===== config.mk =====
export PLATFORM = sky130hd
export DESIGN_NAME = demultiplexer4
export DESIGN_NICKNAME = d
export VERILOG_FILES = /design/src/rtl/demultiplexer4.sv
export SDC_FILE = /design/constraint.sdc
export NUM_CORES = 1
export LEC_CHECK = 0
export ABC_CLOCK_PERIOD_IN_PS = 3050
export CAP_MARGIN = 20
export CORE_MARGIN = 2
export CORE_UTILIZATION = 42
export DETAILED_ROUTE_END_ITERATION = 8
export GPL_ROUTABILITY_DRIVEN = 1
export PLACE_DENSITY = 0.87
export SLEW_MARGIN = 25
export SYNTH_ARGS = -nofsm -noshare
export SYNTH_HDL_FRONTEND = slang
export SYNTH_SLANG_ARGS = --single-unit

===== constraint.sdc =====
create_clock -name clock -period 3.05 [get_ports clock]
set_clock_uncertainty 0.15 [all_clocks]
set_input_delay 0.4575 -clock clock [delete_from_list [all_inputs] [get_ports clock]]
set_output_delay 0.4575 -clock clock [all_outputs]
set_load 0.05 [all_outputs]

===== src/rtl/demultiplexer4.sv =====
// Buffered 1-to-4 demultiplexer with per-lane single-entry holding registers.
// Optional macro DEMULTIPLEXER4_COUNT_EN builds the per-lane delivered-word counters.
module demultiplexer4 #(
  parameter int WIDTH = 32
) (
  input  logic             clock,
  input  logic             reset,
  input  logic [WIDTH-1:0] in_data,
  input  logic [1:0]       in_sel,
  input  logic             in_bcast,
  input  logic             in_valid,
  output logic             in_ready,
  output logic [WIDTH-1:0] out_data0,
  output logic [WIDTH-1:0] out_data1,
  output logic [WIDTH-1:0] out_data2,
  output logic [WIDTH-1:0] out_data3,
  output logic [3:0]       out_valid,
  input  logic [3:0]       out_ready,
  output logic [15:0]      out_count0,
  output logic [15:0]      out_count1,
  output logic [15:0]      out_count2,
  output logic [15:0]      out_count3
);

  logic [3:0]       valid_q;
  logic [3:0]       valid_d;
  logic [WIDTH-1:0] data_q [4];

  logic [3:0] can_load;
  logic [3:0] drain;
  logic [3:0] load;
  logic       accept;

  // A full lane whose consumer is taking its word this cycle can be refilled
  // in the same cycle, which is what gives one word per cycle per lane.
  // NOTE: every signal assigned in always_comb gets a value on every path
  // (defaults first), otherwise synthesis infers a latch.
  always_comb begin
    can_load = ~valid_q | out_ready;
    drain    = valid_q & out_ready;
    in_ready = in_bcast ? (&can_load) : can_load[in_sel];
    accept   = in_valid & in_ready;
    load     = 4'b0000;
    if (accept) begin
      load = in_bcast ? 4'b1111 : (4'b0001 << in_sel);
    end
    valid_d  = load | (valid_q & ~drain);
  end

  // NOTE: sequential state uses non-blocking assignments so every register
  // samples the pre-edge values regardless of statement order.
  // NOTE: the holding registers are reset even though they are datapath,
  // because out_data is defined to read zero after reset.
  always_ff @(posedge clock) begin
    if (reset) begin
      valid_q <= 4'b0000;
      for (int k = 0; k < 4; k++) begin
        data_q[k] <= '0;
      end
    end else begin
      valid_q <= valid_d;
      for (int k = 0; k < 4; k++) begin
        if (load[k]) begin
          data_q[k] <= in_data;
        end
      end
    end
  end

  assign out_valid = valid_q;
  assign out_data0 = data_q[0];
  assign out_data1 = data_q[1];
  assign out_data2 = data_q[2];
  assign out_data3 = data_q[3];

`ifdef DEMULTIPLEXER4_COUNT_EN
  // Counters advance on drain, so a broadcast word counts once per lane
  // as each consumer actually takes it; they wrap naturally at 16 bits.
  logic [15:0] count_q [4];

  always_ff @(posedge clock) begin
    if (reset) begin
      for (int k = 0; k < 4; k++) begin
        count_q[k] <= 16'd0;
      end
    end else begin
      for (int k = 0; k < 4; k++) begin
        if (drain[k]) begin
          count_q[k] <= count_q[k] + 16'd1;
        end
      end
    end
  end

  assign out_count0 = count_q[0];
  assign out_count1 = count_q[1];
  assign out_count2 = count_q[2];
  assign out_count3 = count_q[3];
`else
  assign out_count0 = 16'd0;
  assign out_count1 = 16'd0;
  assign out_count2 = 16'd0;
  assign out_count3 = 16'd0;
`endif

endmodule


==> results.md <==
- Diode insertion count for antenna repair: 0
- Die width: 118 µm
- Synthesis warning total: 0
- Nature of the critical path startpoint: input pin
- Critical Path Max Stage Delay: 0.54 ns
- Die footprint: 14000 µm²
- Wire length per cell: 17.4 µm
- Pwr Density: 778 nW/µm²
- Register clock-pin slew on the reported worst setup and hold paths: 0.06 ns
- DRT Pass-1 Iters: 4
- Filler-free cell count of the finished design: 779
- Final period util: 0.908
- Largest area contributor in the netlist: sky130_fd_sc_hd__edfxtp_1
- Max Transition Viols Final: 0
- Total number of vias: 3660
- Worst-Skew Late Latency: 0.41 ns
- Vias in the first global route: 3630
- Row count: 41
- Post-route antenna net violation count: 0
- Worst EP required: 2.44 ns
- Sum of net half-perimeters after detailed placement: 9090 µm
- Ratio of routed vias to standard cells: 4.70
- Setup repair after global routing missed its margin: no
- RePlAce Congestion: 0.770
- Number of cells in the design after placement: 748
- Data arrival at the endpoint of the critical path: 2.16 ns
- CP bufs+invs: 2
- Congestion Overflow GR: 0
- Wire length of the first global-routing pass: 20500 µm
- Initial Util: 0.432
- Num ports: 239
- Worst Path Max Fanout: 4
- Commonest cells after routing, fill and taps aside: 173 x sky130_fd_sc_hd__clkdlybuf4s50_1, 128 x sky130_fd_sc_hd__edfxtp_1, 127 x sky130_fd_sc_hd__nor2_1
- Cts hold-fix bufs: 0
- Final wirelength: 13600 µm
- TritonCTS clock tree: yes
- Post-CTS setup buffer count: 0
- Syn avg cell area: 13.6 µm²
- Number of inserted filler cells in the final layout: 946
- Critical path start-end classification: in -> out
- TritonCTS Sinks: 132
- Tightest Hold Check Type: reg -> reg
- Kind of end point of the critical path: output pin
- Pin count of the biggest net entering global routing: 34
- Number of DRC markers after the initial detailed-route iteration: 328
- Actual slew at the worst max-slew pin: 0.547 ns
- Post-synthesis instance area: 5500 µm²
- Inserted Clock Buffers: 17
- Peak supply drop: 0.000325 V
- Nets: 637
- Sequential fraction of the synthesis area: 0.714
- Critical path's top delay family: compound AO/OA/AOI/OAI gates
- Post-synthesis instance total: 405
- Most common library cell in the layout ignoring fill and taps: sky130_fd_sc_hd__clkdlybuf4s50_1
- Min cycle time layout: 2.77 ns
- Layout Cell Area excl Fill: 7880 µm²
- Buffers added on ports: 174
- Ranking of synthesized cells by area: sky130_fd_sc_hd__edfxtp_1 70%, sky130_fd_sc_hd__buf_4 8.7%, sky130_fd_sc_hd__nor2_1 8.7%
- Post-route DRC: 0
- Cells on Worst Hold Path: 2
- Area share of the largest cell type after synthesis: 0.699
- CTS Root Cell: sky130_fd_sc_hd__clkbuf_16
- Share of post-route cells with drive strength above 1: 0.0906
- Accumulated negative setup slack: 0 ns
- Post-CTS Resized: 0
- Relative slew slack: 0.634
- Area post-placement: 7200 µm²
- Core outline area: 12700 µm²
- H-Tree Level Count: 4
- Final core utilization: 0.619
- Status: completed
- Die span in y: 118 µm
- Worst-path cell with the longest stage delay: sky130_fd_sc_hd__clkdlybuf4s50_1
- Logic depth of the worst setup path including buffers: 6
- Ordered cell list for the critical path: clkdlybuf4s50_1, nor2_1, o21bai_2, o21ai_0, a211oi_1, buf_12
- Number of failing hold endpoints at the final stage: 0
- Overall fraction of global-route tracks in use: 0.195
- Antenna violations before repair: 0
- CTS Buffer Depth: 2
- Fmax: 361 MHz
- Number of different library cells in the post-synthesis netlist: 22
- Synth-to-layout area growth: 43.3%
- Count of cells along the worst register-to-register path: 6
- Total of flip-flops plus latches after synthesis: 132
- Leak Pwr: 3.04 nW
- Maximum capacitance violations: 0
- Final setup fails: 0
-- through the flow --
stage / worst slack (ns) / total power [mW] / hold WS (ns)
global placement: 0.303 / 3.78 / 0.429
CTS: 0.273 / 6.16 / 0.437
global route: 0.192 / 6.29 / 0.473
floorplan: 0.225 / 3.38 / 0.555
finish: 0.281 / 6.13 / 0.434
detailed placement: 0.278 / 3.80 / 0.420
-- kinds of logic (layout without fill, tap and decap cells) --
kind of cell / count (synthesis) / in the layout / share of synthesized area
AOI/OAI and AO/OA: 11 / 11 / 0.0168
buffers and inverters: 80 / 219 / 0.115
DFF: 132 / 132 / 0.714
other: 1 / 64 / 0.000682
and+or+nand+nor: 181 / 181 / 0.154
-- final cells by class --
class / instances / area (µm²) / area share
tap: 172 / 215 / 0.0273
clock inverter: 14 / 255 / 0.0324
multi-input combinational: 256 / 1190 / 0.151
clock buffer: 17 / 425 / 0.0540
sequential: 132 / 3920 / 0.498
timing repair buffer: 188 / 1870 / 0.237
-- Yosys cell counts, drive strengths merged --
cell,instances
clkbuf,4
buf,76
a21oi,5
o21ai,2
conb,1
edfxtp,128
nand2,2
dfxtp,4
o22ai,1
o211ai,1
nand4,1
nand2b,44
nand3,2
o21bai,1
nor2,129
nand3b,1
a211oi,1
nor2b,2
-- state kept, by name, indices dropped and copies added (netlist names) --
register,flops
out_valid,4
data_q,128
-- report_power, final --
part | internal (mW) | switching [mW] | total (mW)
registers | 2.20 | 0.0582 | 2.26
logic | 0.401 | 1.10 | 1.51
clock network | 1.61 | 0.755 | 2.36
total | 4.21 | 1.92 | 6.13
-- routing by layer --
metal	vias to the layer above	global-route usage	share of wire
met3	25	0.0560	0.093
met2	272	0.341	0.51
met5	-	0	0
li1	1622	-	-
met4	0	0.0856	0.019
met1	1741	0.222	0.37
-- worst paths after layout --
path                                               from                          end  slack [ns]
worst min register to register  out_valid[2]$_SDFF_PP0_      out_valid[2]$_SDFF_PP0_        0.43
worst max-delay path                          in_sel[0]                     in_ready        0.28
worst min-delay path            out_valid[2]$_SDFF_PP0_      out_valid[2]$_SDFF_PP0_        0.43
worst max register to register  out_valid[1]$_SDFF_PP0_  data_q[0][14]$_SDFFCE_PN0P_        0.94
-- tightest hold or removal path: stages, from the launching register on --
cell and delay (ns):
sky130_fd_sc_hd__dfxtp_1 0.31, sky130_fd_sc_hd__nand2b_1 0.13, sky130_fd_sc_hd__a21oi_1 0.08
Power figures use the tool's default switching activity.
